## src/rtl/neuron_mac.sv

```systemverilog
// neuron_mac: serial unsigned x*w accumulator; the scaled, saturated sum is held
// on o until the downstream threshold stage takes it.
module neuron_mac #(
   parameter int N_INPUTS = 4,
   parameter int SHIFT = 4,
   localparam int CW = $clog2(N_INPUTS + 1),
   localparam int ACC_W = 8 + CW
) (
   input  logic          clk,
   input  logic          rst,
   input  logic          clr,
   input  logic          in_valid,
   output logic          in_ready,
   input  logic [3:0]    x,
   input  logic [3:0]    w,
   output logic [3:0]    o,
   output logic          o_valid,
   input  logic          o_ready,
   output logic [CW-1:0] cnt
);
   typedef enum logic {ACC, OUT} state_t;
   state_t state, state_n;
   logic [ACC_W-1:0] acc, sum, s;
   logic live, accept, last;
   always_ff @(posedge clk or posedge rst)
      if (rst) state <= ACC;
      else state <= state_n;
   always_comb begin
      in_ready = (state == ACC) && live;
      o_valid = state == OUT;
      accept = in_valid && in_ready;
      last = accept && cnt == CW'(N_INPUTS - 1);
      sum = acc + ACC_W'(x) * ACC_W'(w);
      s = sum >> SHIFT;
      state_n = clr ? ACC : last ? OUT : (o_valid && o_ready) ? ACC : state;
   end
   // live keeps in_ready low until the first edge after reset is released
   always_ff @(posedge clk or posedge rst)
      if (rst) begin
         acc <= '0;
         cnt <= '0;
         o <= '0;
         live <= 1'b0;
      end else begin
         live <= 1'b1;
         if (clr) begin
            acc <= '0;
            cnt <= '0;
         end else if (last) begin
            acc <= '0;
            cnt <= '0;
            o <= |s[ACC_W-1:4] ? 4'hF : s[3:0];
         end else if (accept) begin
            acc <= sum;
            cnt <= cnt + CW'(1);
         end
      end
endmodule

```

## config.mk

```make
export PLATFORM = sky130hd
export DESIGN_NAME = neuron_mac
export DESIGN_NICKNAME = d
export VERILOG_FILES = /design/src/rtl/neuron_mac.sv
export SDC_FILE = /design/constraint.sdc
export NUM_CORES = 1
export LEC_CHECK = 0
export CORE_MARGIN = 2
export CORE_UTILIZATION = 49
export CTS_CLUSTER_SIZE = 10
export DETAILED_ROUTE_END_ITERATION = 12
export GPL_TIMING_DRIVEN = 1
export PLACE_DENSITY = 0.72
export SKIP_LAST_GASP = 1
export SYNTH_ARGS = -nofsm -noshare
export SYNTH_HDL_FRONTEND = slang
export SYNTH_SLANG_ARGS = --single-unit
```

## constraint.sdc

```tcl
create_clock -name clk -period 4.77 [get_ports clk]
set_clock_uncertainty 0.1 [all_clocks]
set_input_delay 0.477 -clock clk [delete_from_list [all_inputs] [get_ports clk]]
set_output_delay 0.477 -clock clk [all_outputs]
set_load 0.02 [all_outputs]
```

==> results of run 1 <==
-- worst register-to-register path, stage by stage, from the launching register on --
cell,delay [ps]
dfrtp_1,430
fa_1,540
fa_1,510
a211oi_2,310
o21ai_4,100
mux2i_1,140
a211oi_2,400
a31oi_1,140
-- metal layers --
| layer | track usage, % | up-vias |
|---|---|---|
| li1 | - | 662 |
| met1 | 28.2 | 657 |
| met2 | 31.8 | 12 |
| met3 | 3.78 | 4 |
| met4 | 1.67 | 0 |
| met5 | 0 | - |
-- final cells by class --
class | count | area [um2]
fillers | 296 | 1330
flip-flops and latches | 20 | 500
well taps | 46 | 57.6
repair buffers | 21 | 210
inverters | 13 | 48.8
multi-input cells | 140 | 1130
clock buffers | 3 | 22.5
clock inverters | 1 | 30.0
-- registers in the layout, indices dropped and copies added (netlist names) --
signal	cells
acc	11
cnt	3
live	1
o	4
o_valid	1
-- synth_stat cells --
library cell | count | share of area [%]
mux2i_1 | 1 | 0.59
a211o_1 | 2 | 1.0
clkbuf_1 | 3 | 0.66
dfrtp_1 | 20 | 29
fa_1 | 9 | 11
a22o_1 | 8 | 4.1
a21oi_1 | 9 | 2.6
buf_2 | 2 | 0.59
o21ai_4 | 1 | 0.95
and2_1 | 14 | 5.1
inv_1 | 13 | 2.9
o211ai_1 | 2 | 0.88
nand3b_1 | 1 | 0.44
o21a_1 | 2 | 0.88
nand3_1 | 1 | 0.29
xnor2_1 | 3 | 1.5
a211oi_2 | 4 | 2.9
ha_1 | 19 | 14
mux2_2 | 1 | 0.66
nor2_1 | 14 | 3.1
nand2b_1 | 1 | 0.37
a211oi_1 | 1 | 0.44
nor3_2 | 1 | 0.59
o211ai_2 | 1 | 0.73
a21o_1 | 5 | 2.2
a22oi_1 | 2 | 0.88
and4b_1 | 1 | 0.59
nor2b_1 | 3 | 1.1
conb_1 | 1 | 0.22
nand2_1 | 17 | 3.7
xor2_1 | 2 | 1.0
o21ai_0 | 5 | 1.5
and3_2 | 1 | 0.44
o21ai_1 | 1 | 0.29
and3_1 | 2 | 0.73
and4_1 | 1 | 0.51
a31oi_1 | 4 | 1.5
-- worst paths after layout --
| kind | from | to | slack [ps] | cells after the start |
|---|---|---|---|---|
| max | x[0] | o[2] | 660 | 12 |
| min | acc[8] | acc[8] | 410 | 2 |
| max reg2reg | acc[2] | o[2] | 1970 | 7 |
| min reg2reg | acc[8] | acc[8] | 410 | 2 |
| max in group asynchronous | rst | acc[6] | 3550 | 2 |
| min in group asynchronous | rst | live | 500 | 2 |
-- logic make-up after synthesis --
logic type	after synthesis	synth area share (%)
other	1	0.220
flip-flops	20	29.4
AND/OR/NAND/NOR	57	17.0
AO/OA/AOI/OAI	47	20.9
buffers and inverters	18	4.11
XOR/XNOR	5	2.57
adder cells (fa/ha/maj)	28	24.5
multiplexers	2	1.25
-- cells in the final DEF (no fill, tap or decap), types with 2 or more instances in the layout --
cell type and n:
o21a_1 2, a211oi_2 4, o211ai_1 2, and2_1 14, a22oi_1 2, fa_1 9
clkbuf_4 3, a22o_1 8, dfrtp_1 20, a31oi_1 4, inv_1 13, nor2b_1 3
clkdlybuf4s50_1 21, o21ai_0 5, a211o_1 2, and3_1 2, a21oi_1 9, a21o_1 5
xnor2_1 3, ha_1 19, xor2_1 2, nand2_1 17, nor2_1 14
-- power by group --
part	internal (mW)	total (mW)	switching, mW
Clock	0.0850	0.146	0.0608
Combinational	0.0818	0.192	0.110
Sequential	0.180	0.187	0.00709
Total	0.347	0.524	0.178
==> summary.txt, run 1 <==
Worst setup path
  – Kind of cell with the highest combined delay on the critical path: adder cells
  – Count of buffer and inverter cells on the critical path: 2
  – Highest fanout seen on the critical path: 5
  – Crit-path cells: clkdlybuf4s50_1, nand2_1, fa_1, fa_1, fa_1, inv_1, ha_1, o211ai_1, o21ai_0, and4_1, a211oi_2, a31oi_1
  – Cell type with the highest occurrence count on the critical path: fa_1
  – Req. time, crit path: about 5000 ps
  – Arrival time worst endpoint: about 4200 ps
  – Worst Path Class, Setup: input pin to flop
  – Crit-path slowest cell: fa_1
  – Startpoint type of the worst setup path: input pin
  – Crit path largest cell delay: 520 ps
  – Endpoint type of the worst setup path: flop

CTS
  – Clock latency on the worst-skew pair: 320 ps
  – CTS H-tree lvls: 1
  – Clock Sinks: 20
  – Clk pin slew, worst setup/hold paths: roughly 130 ps
  – CTS tree: built
  – Maximum clock insertion buffer count: 2
  – Root buf cell: clkbuf_4
  – Number of buffers inserted during clock tree synthesis: 3
  – Count of buffers added by post-CTS timing repair for setup: 0
  – Number of hold buffers added after CTS: 0
  – Count of cells resized by post-cts repair: 0

Routing
  – Metal-1 WL: 1.80 mm
  – Number of remaining DRC errors: 0
  – WL final: approximately 3.7 mm
  – Mean number of vias per cell: 5.47
  – Antenna Violating Nets Remaining: 0
  – Number of DRC violations after detailed-routing iteration 0: 80
  – DR vias: 1335
  – Drt pass-1 iters: 4
  – Average routed wire per standard cell: 15.0 um
  – Highest metal used: met4
  – Met3 Routed Length: roughly 66 um
  – Routed wire length on met2: about 1.8 mm

Final layout
  – Area added between synthesis and finish: 17.5%
  – Count of inserted antenna diode cells: 0
  – Post-layout util: approximately 60%
  – Post-layout instance count excluding filler cells: 244
  – Number of nets in the layout: 240
  – Area of all placed cells without fillers: 2000 um2
  – Layout cells sized above 1: 6.57%

Pwr
  – Leak Pwr: 0.998 nW
  – Power per cell area: 262 nW/um2
  – Peak supply drop: 0.000151 V
  – Pwr Total: ~0.52 mW

Place
  – Total of buffers placed on input and output ports: 21
  – Placed standard-cell area: roughly 2000 um2
  – Placer congestion estimate: roughly 0.88
  – Detailed placer's ending HPWL: around 2.8 mm
  – DP Cell Count: 240
  – Post-placement worst setup slack: 329 ps

Global route
  – Antenna violations before repair: 0
  – Combined global-route utilization of all metal layers: 19.6%
  – First-pass GRT wire length: 6.22 mm
  – Remaining global-route overflow: 0
  – Pin count of the biggest net entering global routing: 21
  – Vias in the first global route: 1342

Die
  – Number of I/O pins: 22
  – Vertical die dimension: ~63 um
  – Floorplan Core Area: 3340 um2
  – Floorplan die width: 63.0 um
  – Starting density of the core: 51.1%
  – Floorplan die area: 3970 um2
  – Number of rows created at floorplan: 21

Synth
  – Number of flip-flops and latches in the synthesized netlist: 20
  – Syn nets: 219
  – Mean area per synthesized cell: 9.57 um2
  – Post-synthesis cell count: 178
  – Cell variety after synth: 37
  – Area of the mapped netlist: 1700 um2
  – Sequential cell area fraction in the yosys report: 29.4%
  – Warnings, synthesis: 0

STA
  – Final Slew Violations: 0
  – Count of endpoints failing setup in the final report: 0
  – Final hold viol count: 0
  – Final critical-path required period: 4110 ps
  – Period utilisation layout: 86.2%
  – Setup slack after layout: 659 ps
  – Setup Total Neg Slack: 0 ps
  – Fin Hold WS: 415 ps
  – RSZ-0062 raised after global routing: false
  – Worst Tran Pin Value: slightly below 1000 ps
  – Max-Slew Margin vs Limit: 33.3%
  – Highest clock frequency the design can meet: 0.243 GHz

Min path
  – Hold Crit Class: flop to flop

Run status
  – Result of the run: complete, no violations

Job
  – Number of max-cap violations: 0
(Power assumes the default switching activity.)
==> run 2, diff against run 1 <==
- ABC_AREA: default -> 1
- CORE_ASPECT_RATIO: default -> 0.8
- PLACE_DENSITY: 0.72 -> 0.74
- clock period: 4.77 -> 3.4 ns (I/O delays scaled with it)
==> run 2 against run 1 <==
Clock power increased by 22%. Sequential power grew 40%. Via count increased by 11%. Non-clock buffer count grew 15. Global-route usage is 0.75 points higher. Routed wire length rose by 2.6%. Synthesized cell count increased by 32%. Combinational power up 93%. Critical endpoint is now o[3]. Worst hold slack lost 6.9 ps.
==> summary.txt, run 2 <==
Synth
  – Warnings, synthesis: 0 (unchanged)
  – Cell variety after synth: 27 (-27%)
  – Post-synthesis cell count: 235 (+32%)
  – Number of enable flip-flop cells after synthesis: 0 (unchanged)
  – Syn nets: 276 (+26%)
  – Area share of the leading cell type in the synthesized netlist: 27.9% (-1.4 points)
  – Async set-reset flop share out of synthesis: 100% (unchanged)
  – Mean area per synthesized cell: 7.62 um2 (-20%)
  – Leading cell type by number of instances after synthesis: nand2_1
  – Commonest cells in the synthesized netlist: nand2_1, inv_1, dfrtp_1
  – Sequential cell area fraction in the yosys report: 27.9% (-1.4 points)
  – Synth area leaders: dfrtp_1, nand2_1, ha_1
  – Area of the mapped netlist: 1790 um2 (+5.1%)
  – Most used flip-flop cell after synthesis: dfrtp_1
  – Cell type with the highest aggregate area in the netlist: dfrtp_1
  – Number of flip-flops and latches in the synthesized netlist: 20 (unchanged)

Global route
  – First-pass GRT wire length: 6.55 mm (+5.2%)
  – Antenna violations before repair: 0 (unchanged)
  – Combined global-route utilization of all metal layers: 20.3% (+0.75 points)
  – Remaining global-route overflow: 0 (unchanged)
  – Pin count of the biggest net entering global routing: 21 (unchanged)
  – Vias in the first global route: 1438 (+7.2%)

CTS
  – Clk pin slew, worst setup/hold paths: 70 ps (-60 ps)
  – Clock latency on the worst-skew pair: 260 ps (-60 ps)
  – CTS H-tree lvls: 1 (unchanged)
  – Root buf cell: clkbuf_8
  – Number of hold buffers added after CTS: 0 (unchanged)
  – Clock Sinks: 20 (unchanged)
  – CTS tree: built
  – Number of buffers inserted during clock tree synthesis: 3 (unchanged)
  – Maximum clock insertion buffer count: 2 (unchanged)

Place
  – Total of buffers placed on input and output ports: 21 (unchanged)
  – Detailed placer's ending HPWL: 3.03 mm (+6.5%)
  – Placer congestion estimate: 0.854 (-3.2%)
  – DP Cell Count: 312 (+30%)
  – Post-placement worst setup slack: -511 ps (-841 ps)
  – Placed standard-cell area: 2160 um2 (+11%)

STA
  – Worst Tran Pin Value: 749 ps (-246 ps)
  – Setup Total Neg Slack: 0 ps (unchanged)
  – Setup slack after layout: 142 ps (-516 ps)
  – Final Slew Violations: 0 (unchanged)
  – Highest clock frequency the design can meet: 0.307 GHz
  – Final critical-path required period: 3260 ps
  – Period utilisation layout: ~96%
  – Count of endpoints failing setup in the final report: 0 (unchanged)
  – Final hold viol count: 0 (unchanged)
  – Fin Hold WS: 408 ps (-6.90 ps)
  – Max-Slew Margin vs Limit: 50.0% (+17 points)

Die
  – Floorplan die area: 4160 um2 (+4.9%)
  – Number of rows created at floorplan: 19 (-9.5%)
  – Vertical die dimension: 58.1 um (-7.8%)
  – Starting density of the core: 51.6% (+0.55 points)
  – Number of I/O pins: 22 (unchanged)
  – Floorplan Core Area: 3470 um2 (+4.0%)
  – Floorplan die width: 71.6 um (+14%)

Final layout
  – Largest regs: acc: 11 flops, o: 4 flops, cnt: 3 flops
  – Sequential cell area in the final layout: 500 um2 (unchanged)
  – Layout cells sized above 1: 21.8% (+15 points)
  – Filler cell count: 300 (+1.4%)
  – Multi-input logic area: 1160 um2 (+2.5%)
  – Area added between synthesis and finish: 28.8%
  – Largest register FFs: 11 (unchanged)
  – Most flops, register: acc
  – Most common cell after layout, fill and taps aside: nand2_1
  – Number of nets in the layout: 317 (+32%)
  – Post-layout instance count excluding filler cells: 317 (+30%)
  – Count of inserted antenna diode cells: 0 (unchanged)
  – Area of all placed cells without fillers: 2310 um2 (+15%)
  – Post-layout util: 66.5% (+6.4 points)
  – Leading cell types in the layout, fill and taps excluded: nand2_1, inv_1, dfrtp_1

Pwr
  – Peak supply drop: 0.000272 V (+80%)
  – Power per cell area: 351 nW/um2 (+34%)
  – Leak Pwr: 1.35 nW (+36%)
  – Pwr Total: 0.809 mW (+54%)

Worst setup path
  – Arrival time worst endpoint: 3310 ps (-900 ps)
  – Startpoint type of the worst setup path: input pin
  – Worst Path Class, Setup: input pin to flop
  – Req. time, crit path: 3460 ps (-1410 ps)
  – Highest fanout seen on the critical path: 5 (unchanged)
  – Endpoint type of the worst setup path: flop

Routing
  – Drt pass-1 iters: 4 (unchanged)
  – DR vias: 1483 (+11%)
  – Number of remaining DRC errors: 0 (unchanged)
  – Antenna Violating Nets Remaining: 0 (unchanged)
  – Number of DRC violations after detailed-routing iteration 0: 110 (+38%)
  – WL final: 3.75 mm (+2.6%)
  – Mean number of vias per cell: 4.68 (-14%)
  – Average routed wire per standard cell: 11.8 um (-21%)

Min path
  – Hold Crit Class: flop to flop

Job
  – Number of max-cap violations: 0 (unchanged)

Run status
  – Result of the run: complete, no violations
[run 2: changes by cell type after synthesis, moves of 4 or more]
cell and change:
a21o_1 -5, inv_2 +5, nand2_1 +52, nand3_1 +13
a31oi_1 -4, a21oi_1 -8, inv_1 +38, nor2_1 -5
and2_1 -14, nand2_2 +6, a211oi_2 -4
[run 2: layer usage]
| layer | up-vias | GRT usage [%] | part of all wire, % |
|---|---|---|---|
| met5 | - | 0 | 0 |
| met4 | 0 | 4.31 | 1.4 |
| met3 | 6 | 4.35 | 2.0 |
| met2 | 12 | 29.4 | 42 |
| met1 | 670 | 31.2 | 55 |
| li1 | 795 | - | - |
[run 2: final cells by class]
cell class	count	area share, %
Clock buffer	4	2.39
Sequential cell	20	21.7
Timing Repair Buffer	36	14.0
Tap cell	42	2.28
Inverter	57	9.27
Multi-Input combinational cell	158	50.4
[run 2: what timing repair did]
item	in CTS	in global routing
buffers inserted	0	1
gates resized for setup	13	17
pin swaps	13	21
cloned	0	0
setup endpoints to repair	10	9
[run 2: kinds of logic (layout without fill, tap and decap cells)]
kind of cell / Yosys count / count (layout) / synth area share (%)
xor+xnor: 3 / 3 / 1.47
fa+ha+maj: 28 / 28 / 23.3
flops: 20 / 20 / 27.9
other cells: 1 / 1 / 0.209
simple gates: 110 / 110 / 28.7
compound gates: 16 / 16 / 6.42
buf+inv: 57 / 97 / 11.9
[run 2: power breakdown]
group	switching, mW	internal (mW)
combinational	0.203	0.167
sequential	0.00925	0.252
clock	0.0754	0.103
[run 2: path summary, 6_finish.rpt]
| path | end | slack [ps] | start | depth (start not counted) |
|---|---|---|---|---|
| hold reg to reg | cnt[1] | 410 | cnt[1] | 2 |
| setup reg to reg | o[3] | 950 | acc[2] | 12 |
| max in group asynchronous | o_valid | 2300 | rst | 2 |
| hold / removal | cnt[1] | 410 | cnt[1] | 2 |
| min in group asynchronous | acc[10] | 430 | rst | 2 |
| setup / recovery | o[3] | 140 | x[2] | 16 |
[run 2: worst max-delay path: stages]
cell	delay, ps
clkdlybuf4s15_1	180
nand2_1	80
fa_1	560
fa_1	440
fa_1	530
inv_2	50
ha_4	250
or2_4	250
nand3_2	100
nand2_2	60
nand2_2	60
nand2_2	70
nor2_4	170
nand3_2	90
nand2_1	60
inv_1	40
